### config.mk
export PLATFORM = sky130hd
export DESIGN_NAME = regfile_ctrl
export DESIGN_NICKNAME = d
export VERILOG_FILES = /design/src/rtl/regfile_ctrl.sv
export SDC_FILE = /design/constraint.sdc
export NUM_CORES = 1
export LEC_CHECK = 0
export ABC_AREA = 1
export CORE_ASPECT_RATIO = 1.25
export CORE_MARGIN = 2
export CORE_UTILIZATION = 30
export DETAILED_ROUTE_END_ITERATION = 10
export SYNTH_ARGS = -nofsm -noshare
export SYNTH_HDL_FRONTEND = slang
export SYNTH_SLANG_ARGS = --single-unit
### constraint.sdc
create_clock -name clk -period 1.7 [get_ports clk]
set_input_delay 0.17 -clock clk [delete_from_list [all_inputs] [get_ports clk]]
set_output_delay 0.17 -clock clk [all_outputs]
set_load 0.02 [all_outputs]
### src/rtl/regfile_ctrl.sv
// rtl/regfile_ctrl.sv - port controller for the picoMIPS 5 x 8-bit register file
//
// Clears the register file after reset and keeps register 0 at zero. It
// shares the single write port and read port 1 between the core datapath and
// a req/ack debug/loader port. A debug request that is blocked too long by
// core writes stalls the core for one cycle so that the debug access can go in.
//
// Ports:
//   clk, reset                 clock (rising edge), asynchronous active-high reset
//   core_w/waddr/wdata         core writeback request
//   core_raddr1                core read-port-1 address
//   core_stall                 core must hold its current instruction and write
//   dbg_req/we/addr/wdata      debug request, held until dbg_ack
//   dbg_ack/err/rdata          registered completion pulse, range error, read data
//   rf_w/waddr/wdata/raddr1    drive the register file write port and read port 1
//   rf_rdata1                  register file read port 1 data
module regfile_ctrl #(
  parameter int n       = 8,
  parameter int NREGS   = 5,
  parameter int MAXWAIT = 4
) (
  input  logic         clk,
  input  logic         reset,
  input  logic         core_w,
  input  logic [4:0]   core_waddr,
  input  logic [n-1:0] core_wdata,
  input  logic [4:0]   core_raddr1,
  output logic         core_stall,
  input  logic         dbg_req,
  input  logic         dbg_we,
  input  logic [4:0]   dbg_addr,
  input  logic [n-1:0] dbg_wdata,
  output logic         dbg_ack,
  output logic         dbg_err,
  output logic [n-1:0] dbg_rdata,
  output logic         rf_w,
  output logic [4:0]   rf_waddr,
  output logic [n-1:0] rf_wdata,
  output logic [4:0]   rf_raddr1,
  input  logic [n-1:0] rf_rdata1
);

  localparam int WAIT_W = $clog2(MAXWAIT + 1);

  typedef enum logic [1:0] {CLEAR, IDLE, DBG_RD, DBG_DONE} state_t;

  state_t            state, state_next;
  logic [4:0]        clr_idx;
  logic [WAIT_W-1:0] wait_cnt;

  logic core_ok;
  logic dbg_in_range;
  logic dbg_force;
  logic dbg_grant;
  logic dbg_blocked;

  // A core write needs a nonzero, implemented destination.
  assign core_ok      = core_w && (core_waddr != 5'd0) && (32'(core_waddr) < NREGS);
  assign dbg_in_range = 32'(dbg_addr) < NREGS;

  // After MAXWAIT blocked cycles the debug request wins over the core outright.
  assign dbg_force   = (state == IDLE) && dbg_req && (wait_cnt == WAIT_W'(MAXWAIT));
  assign dbg_grant   = (state == IDLE) && dbg_req && (dbg_force || !core_w);
  assign dbg_blocked = (state == IDLE) && dbg_req && !dbg_grant;

  always_comb begin
    state_next = state;
    core_stall = 1'b0;
    rf_w       = 1'b0;
    rf_waddr   = core_waddr;
    rf_wdata   = core_wdata;
    rf_raddr1  = core_raddr1;
    case (state)
      CLEAR: begin
        rf_w       = 1'b1;
        rf_waddr   = clr_idx;
        rf_wdata   = '0;
        rf_raddr1  = 5'd0;
        core_stall = 1'b1;
        if (clr_idx == 5'(NREGS - 1)) state_next = IDLE;
      end
      IDLE, DBG_DONE: begin
        rf_w = core_ok;
        if (state == DBG_DONE) begin
          state_next = IDLE;
        end else if (dbg_grant) begin
          core_stall = dbg_force;
          if (dbg_we) begin
            rf_w       = (dbg_addr != 5'd0) && dbg_in_range;
            rf_waddr   = dbg_addr;
            rf_wdata   = dbg_wdata;
            state_next = DBG_DONE;
          end else begin
            // The read borrows read port 1, so the core is held off for it.
            rf_w       = 1'b0;
            rf_raddr1  = dbg_addr;
            core_stall = 1'b1;
            state_next = DBG_RD;
          end
        end
      end
      DBG_RD: begin
        core_stall = 1'b1;
        rf_raddr1  = dbg_addr;
        state_next = DBG_DONE;
      end
      default: state_next = CLEAR;
    endcase
  end

  always_ff @(posedge clk or posedge reset) begin
    if (reset) begin
      state     <= CLEAR;
      clr_idx   <= 5'd0;
      wait_cnt  <= '0;
      dbg_ack   <= 1'b0;
      dbg_err   <= 1'b0;
      dbg_rdata <= '0;
    end else begin
      state <= state_next;

      if (state == CLEAR) clr_idx <= clr_idx + 5'd1;
      else                clr_idx <= 5'd0;

      if (dbg_blocked)        wait_cnt <= wait_cnt + WAIT_W'(1);
      else if (state == IDLE) wait_cnt <= '0;

      // Error flag is only meaningful alongside the ack pulse.
      dbg_ack <= (state_next == DBG_DONE);
      dbg_err <= (state_next == DBG_DONE) && !dbg_in_range;

      if (state == DBG_RD) dbg_rdata <= dbg_in_range ? rf_rdata1 : '0;
    end
  end

endmodule
; ---- After elaboration in Yosys (flattened, before gate mapping)
; Cells that the tools add are included.
[classes]
addsub = 2
mul = 0
div = 0
magnitude_cmp = 2
n_eq_ne = 6
shifts = 0
muxes = 29
bitwise_logic = 0
n_reduce_logical = 18
[ops]
columns = cell, n
row1 = two-way mux 5 bit, 7
row2 = two-way mux 8 bit, 4
row3 = one-hot mux 8 bit (2 select lines), 1
row4 = one-hot mux 5 bit (3 select lines), 1
row5 = "less-than comparator 5 x 3 -> 1 bit, second input constant", 2
row6 = one-hot mux 5 bit (2 select lines), 1
row7 = nonzero test 5 bit, 2
row8 = logical AND 1 bit, 8
row9 = two-way mux 1 bit, 7
row10 = "== test 2 bit, second input constant", 3
row11 = two-way mux 2 bit, 3
row12 = two-way mux 3 bit, 2
row13 = one-hot mux 2 bit (3 select lines), 1
row14 = "adder 5 x 1 -> 5 bit, second input constant", 1
row15 = "== test 5 x 3 -> 1 bit, second input constant", 1
row16 = one-hot mux 1 bit (2 select lines), 2
row17 = OR reduction 2 bit, 2
row18 = "adder 3 x 1 -> 3 bit, second input constant", 1
row19 = "== test 3 bit, second input constant", 1
row20 = zero test 1 bit, 3
row21 = "== test 2 x 1 -> 1 bit, second input constant", 1
row22 = zero test 2 bit, 1
row23 = nonzero test 2 bit, 1
row24 = logical OR 1 bit, 1
[word_totals]
ff_bits = 20
latch_bits = 0
mem_bits_rw = 0
rom_bits = 0
out_inout_bits = 30
memories = 0

; ---- Longest topological paths before layout
[logic_depth]
depth_word = 10
mapped_depth = 10
ltp_nobuf = 9

; ---- Worst setup path before layout
; Ideal clock, no wire load.
[synth_timing]
path_kind = flip-flop to output port
startpoint = register wait_cnt[0]
endpoint = output port rf_waddr[2]
t_arrival_ns = 1.462
t_required_ns = 1.530
slack_ns = 0.068
stages_incl_launch_ff = 10
path_buffers = 1
cell_sequence = dfrtp_1 inv_1 ha_1 nand2_1 a21oi_4 nand2_2 buf_2 nand2_1 nand3_1 nand2_1
[synth_between]
elab_chain_len = 7
[synth_rtl]
columns = element, line
row1 = "start, declared", 49  ; logic [WAIT_W-1:0] wait_cnt;
row2 = "start signal, assigned", 125  ; if (dbg_blocked) wait_cnt <= wait_cnt + WAIT_W'(1);
row3 = == test 3 bit, 62  ; assign dbg_force = (state == IDLE) && dbg_req && (wait_cnt == WAIT_W'(MAXWAIT));
row4 = logical AND 1 bit, 62
row5 = logical OR 1 bit, 63  ; assign dbg_grant = (state == IDLE) && dbg_req && (dbg_force || !core_w);
row6 = logical AND 1 bit, 63
row7 = two-way mux 5 bit, 86  ; end else if (dbg_grant) begin
row8 = two-way mux 5 bit, 84  ; if (state == DBG_DONE) begin
row9 = one-hot mux 5 bit (2 select lines), 73  ; case (state)
row10 = "end, declared", 37  ; output logic [4:0] rf_waddr,
; Every way passes these cells.

; ---- Worst setup path in the final report
[layout_timing]
startpoint = register wait_cnt[1]
endpoint = output port rf_wdata[4]
[layout_between]
elab_chain_len = 7
[layout_rtl]
columns = element, line
row1 = == test 3 bit, 62
row2 = logical AND 1 bit, 62
row3 = logical OR 1 bit, 63
row4 = logical AND 1 bit, 63
row5 = two-way mux 8 bit, 86
row6 = two-way mux 8 bit, 84
row7 = one-hot mux 8 bit (2 select lines), 73
row8 = "end, declared", 38  ; output logic [n-1:0] rf_wdata,
; Every way passes these cells.

==> report_table.html <==
<table>
<tr><th>Metric</th><th>Value</th></tr>
<tr><th colspan="2">Status</th></tr>
<tr><td>Run status</td><td>finished with violations</td></tr>
<tr><td>Violated checks</td><td>setup timing</td></tr>
<tr><th colspan="2">Timing</th></tr>
<tr><td>Actual transition at the worst max-transition pin</td><td>around 350 ps</td></tr>
<tr><td>Hold Worst Slack</td><td>219.0 ps</td></tr>
<tr><td>Final hold violation count</td><td>0</td></tr>
<tr><td>Final Max Tran Viols</td><td>0</td></tr>
<tr><td>Total setup violations reported at the end of the flow</td><td>20</td></tr>
<tr><td>Setup repair after global routing missed its margin</td><td>yes</td></tr>
<tr><td>Clock Skews</td><td>8.102 ps</td></tr>
<tr><td>Peak clock frequency supported by timing</td><td>517.4 MHz</td></tr>
<tr><td>Final critical-path required period</td><td>~1900 ps</td></tr>
<tr><td>Relative slew slack</td><td>76.76%</td></tr>
<tr><td>Fin crit share</td><td>113.7%</td></tr>
<tr><td>Final setup slack of the worst path</td><td>-232.8 ps</td></tr>
<tr><th colspan="2">Floorplan</th></tr>
<tr><td>Die boundary height</td><td>about 81 µm</td></tr>
<tr><td>Width of the die</td><td>approximately 65 µm</td></tr>
<tr><td>Rows</td><td>27</td></tr>
<tr><td>Total die area</td><td>5264 µm²</td></tr>
<tr><td>Starting Density</td><td>31.59%</td></tr>
<tr><td>Core Area</td><td>4459 µm²</td></tr>
<tr><td>Ports</td><td>74</td></tr>
<tr><th colspan="2">Clock network</th></tr>
<tr><td>H-tree depth</td><td>1</td></tr>
<tr><td>Maximum number of buffers from clock root to sink</td><td>2</td></tr>
<tr><td>Reg clk slew, reported paths</td><td>about 80 ps</td></tr>
<tr><td>TritonCTS clock tree</td><td>done</td></tr>
<tr><td>TritonCTS buffer count</td><td>3</td></tr>
<tr><td>Clk Latency, worst-skew pair</td><td>260 ps</td></tr>
<tr><td>Clock Sinks</td><td>20</td></tr>
<tr><td>Clock root cell</td><td>sky130_fd_sc_hd__clkbuf_8</td></tr>
<tr><th colspan="2">Detailed routing</th></tr>
<tr><td>Remaining number of nets flagged by the antenna check after routing</td><td>0</td></tr>
<tr><td>Detailed-route vias per instance</td><td>roughly 4.4</td></tr>
<tr><td>Final wirelength</td><td>4643 µm</td></tr>
<tr><td>Vias after detailed routing</td><td>roughly 1700</td></tr>
<tr><td>Starting DRC count in detailed routing</td><td>32</td></tr>
<tr><td>Initial DRT Pass Iterations</td><td>4</td></tr>
<tr><td>Routed wirelength normalized by instance count</td><td>roughly 12 µm</td></tr>
<tr><td>Post-detailed-route DRC marker count</td><td>0</td></tr>
<tr><th colspan="2">Power</th></tr>
<tr><td>Worst ir drop on vdd</td><td>0.8274 mV</td></tr>
<tr><td>Power density over cell area</td><td>roughly 1200 nW/µm²</td></tr>
<tr><td>Total design power</td><td>3323 µW</td></tr>
<tr><td>Leakage power summed over all cells</td><td>between 0.001 and 0.0015 µW</td></tr>
<tr><th colspan="2">Placed design</th></tr>
<tr><td>Inst Count DP</td><td>377</td></tr>
<tr><td>Number of port buffers</td><td>73</td></tr>
<tr><td>Post-detail-place hpwl</td><td>3422 µm</td></tr>
<tr><td>Final weighted congestion in routability-driven placement</td><td>0.8243</td></tr>
<tr><th colspan="2">Yosys</th></tr>
<tr><td>Synth warnings</td><td>0</td></tr>
<tr><td>Post-synth ARST share</td><td>100.0%</td></tr>
<tr><td>Number of flip-flops and latches in the synthesized netlist</td><td>20</td></tr>
<tr><td>Synthesized area divided by synthesized cell count</td><td>6.375 µm²</td></tr>
<tr><td>Post-synthesis net count</td><td>~270</td></tr>
<tr><td>EDFF count, synth</td><td>0</td></tr>
<tr><td>Gate Count Post-Synth</td><td>221</td></tr>
<tr><td>Synthesized cell area</td><td>1409 µm²</td></tr>
<tr><td>Most used flip-flop cell after synthesis</td><td>sky130_fd_sc_hd__dfrtp_1</td></tr>
<tr><td>Number of unique standard cell types used by synthesis</td><td>21</td></tr>
<tr><td>Seq/Total Area, Yosys</td><td>35.52%</td></tr>
<tr><th colspan="2">Global route</th></tr>
<tr><td>Total routing usage reported by global routing</td><td>around 17%</td></tr>
<tr><td>Wire length of the first global-routing pass</td><td>7286 µm</td></tr>
<tr><td>Number of antenna violations at the first check in global routing</td><td>0</td></tr>
<tr><td>Largest net degree at the start of global routing</td><td>21</td></tr>
<tr><td>Vias in the first global route</td><td>approximately 1700</td></tr>
<tr><td>Leftover overflow at the end of global routing</td><td>0</td></tr>
<tr><th colspan="2">Worst setup path</th></tr>
<tr><td>Category of the worst setup path capture point</td><td>output pin</td></tr>
<tr><td>Data arrival time at the worst-slack endpoint</td><td>1760 ps</td></tr>
<tr><td>CP Cell Sequence</td><td>inv_1 &gt; ha_2 &gt; nand2_2 &gt; a21oi_4 &gt; buf_6 &gt; nand2_8 &gt; buf_8 &gt; nand3_2 &gt; nand2_2 &gt; buf_6</td></tr>
<tr><td>WP data required</td><td>1530 ps</td></tr>
<tr><td>Worst Setup Start Kind</td><td>flop</td></tr>
<tr><td>Cell with the biggest individual delay on the critical path</td><td>sky130_fd_sc_hd__dfrtp_1</td></tr>
<tr><td>Maximum fanout along the worst path</td><td>6</td></tr>
<tr><td>Largest incremental delay on the critical path</td><td>390 ps</td></tr>
<tr><td>Number of cells traversed by the worst register-to-register path</td><td>12</td></tr>
<tr><td>Setup CP Type</td><td>flop to output pin</td></tr>
<tr><th colspan="2">Layout</th></tr>
<tr><td>Post-layout instance count excluding filler cells</td><td>387</td></tr>
<tr><td>Leading cell types in the layout, fill and taps excluded</td><td>sky130_fd_sc_hd__nand2_1 (56), sky130_fd_sc_hd__clkdlybuf4s50_1 (53), sky130_fd_sc_hd__inv_1 (36), sky130_fd_sc_hd__buf_4 (30), sky130_fd_sc_hd__buf_6 (24)</td></tr>
<tr><td>Layout cells sized above 1</td><td>35.26%</td></tr>
<tr><td>Antenna diode count</td><td>0</td></tr>
<tr><td>Most common cell after layout, fill and taps aside</td><td>sky130_fd_sc_hd__nand2_1</td></tr>
<tr><td>Synth-to-Final Area Change</td><td>99.38%</td></tr>
<tr><td>Final #Nets</td><td>378</td></tr>
<tr><th colspan="2">Min path</th></tr>
<tr><td>Class of the tightest hold or removal check</td><td>input port to async pin</td></tr>
<tr><th colspan="2">Job</th></tr>
<tr><td>Count of max-cap constraint violations</td><td>0</td></tr>
</table>
worst max-delay path, delay by kind of cell, from the launching register on:
family | cells | cell delay [ps]
flip-flops | 1 | 390
buffers and inverters | 4 | 510
AND/OR/NAND/NOR | 4 | 260
AO/OA/AOI/OAI | 1 | 180
adder cells (fa/ha/maj) | 1 | 160
where the power goes:
part | internal [µW] | switching, µW
clock network | 314 | 157
registers | 624 | 94.2
logic | 1030 | 1100
registers in the layout, summed over array words and instances (netlist names):
register	cells
clr_idx	5
dbg_ack	1
state	2
dbg_err	1
dbg_rdata	8
wait_cnt	3
kinds of logic after synthesis:
kind of cell | Yosys count | synth area share [%]
compound gates | 22 | 9.414
buf+inv | 45 | 12.79
fa+ha+maj | 4 | 3.553
flops | 20 | 35.52
simple gates | 129 | 38.10
xor+xnor | 1 | 0.6218
cell type report:
type                            count  area (µm²)
Clock buffer                        3       41.29
Fill cell                         409        1650
Timing Repair Buffer              108        1041
Inverter                           39       166.4
Clock inverter                      1       30.03
Sequential cell                    20       500.5
Tap cell                           58       72.57
Timing Repair inverter              1       3.754
Multi-Input combinational cell    157       953.4
Yosys cell counts, types with 2 or more instances:
| library cell | n | area share (%) |
|---|---|---|
| sky130_fd_sc_hd__nand2_2 | 2 | 0.89 |
| sky130_fd_sc_hd__a21oi_1 | 2 | 0.71 |
| sky130_fd_sc_hd__o21bai_1 | 2 | 1.1 |
| sky130_fd_sc_hd__buf_2 | 3 | 1.1 |
| sky130_fd_sc_hd__ha_1 | 4 | 3.6 |
| sky130_fd_sc_hd__nand2_1 | 84 | 22 |
| sky130_fd_sc_hd__o21ai_0 | 13 | 4.6 |
| sky130_fd_sc_hd__dfrtp_1 | 20 | 36 |
| sky130_fd_sc_hd__inv_1 | 38 | 10 |
| sky130_fd_sc_hd__nor3_1 | 2 | 0.71 |
| sky130_fd_sc_hd__clkbuf_1 | 2 | 0.53 |
| sky130_fd_sc_hd__nand3_1 | 29 | 10 |
| sky130_fd_sc_hd__o22ai_1 | 3 | 1.3 |
| sky130_fd_sc_hd__nor2_1 | 10 | 2.7 |
path summary, 6_finish.rpt:
kind,slack (ps),start,end
max reg2reg,100,wait_cnt[1],dbg_err
max,-230,wait_cnt[1],rf_wdata[4]
min,220,reset,wait_cnt[0]
max in group asynchronous,1270,reset,clr_idx[1]
min reg2reg,490,dbg_rdata[5],dbg_rdata[5]
min in group clk,450,rf_rdata1[6],dbg_rdata[6]
layer usage:
layer / vias to the layer above / wire [µm] / global-route usage [%]
met5: - / 0 / 0
met4: 0 / 39 / 4.375
met3: 4 / 161 / 1.821
met2: 43 / 2428 / 31.22
met1: 771 / 2013 / 22.14
li1: 898 / - / -
per-stage QoR:
stage | setup WS [ps] | utilization (%) | setup TNS [ps] | cell area [µm²]
floorplan | 67.85 | - | 0 | 1409
global placement | -457.3 | 54.07 | -8596 | 2411
detailed placement | -484.0 | 54.07 | -9135 | 2411
CTS | -202.7 | 59.99 | -3552 | 2675
global route | -327.7 | 62.99 | -5862 | 2809
finish | -232.8 | 62.99 | -4000 | 2809
repair_timing:
action | in CTS | in global routing
endpoints found under the setup margin | 20 | 22
setup buffers | 6 | 1
resized for setup | 155 | 39
pin swaps | 18 | 13
cloned | 2 | 0
hold buffers | 0 | 0
Power figures use the tool's default switching activity.
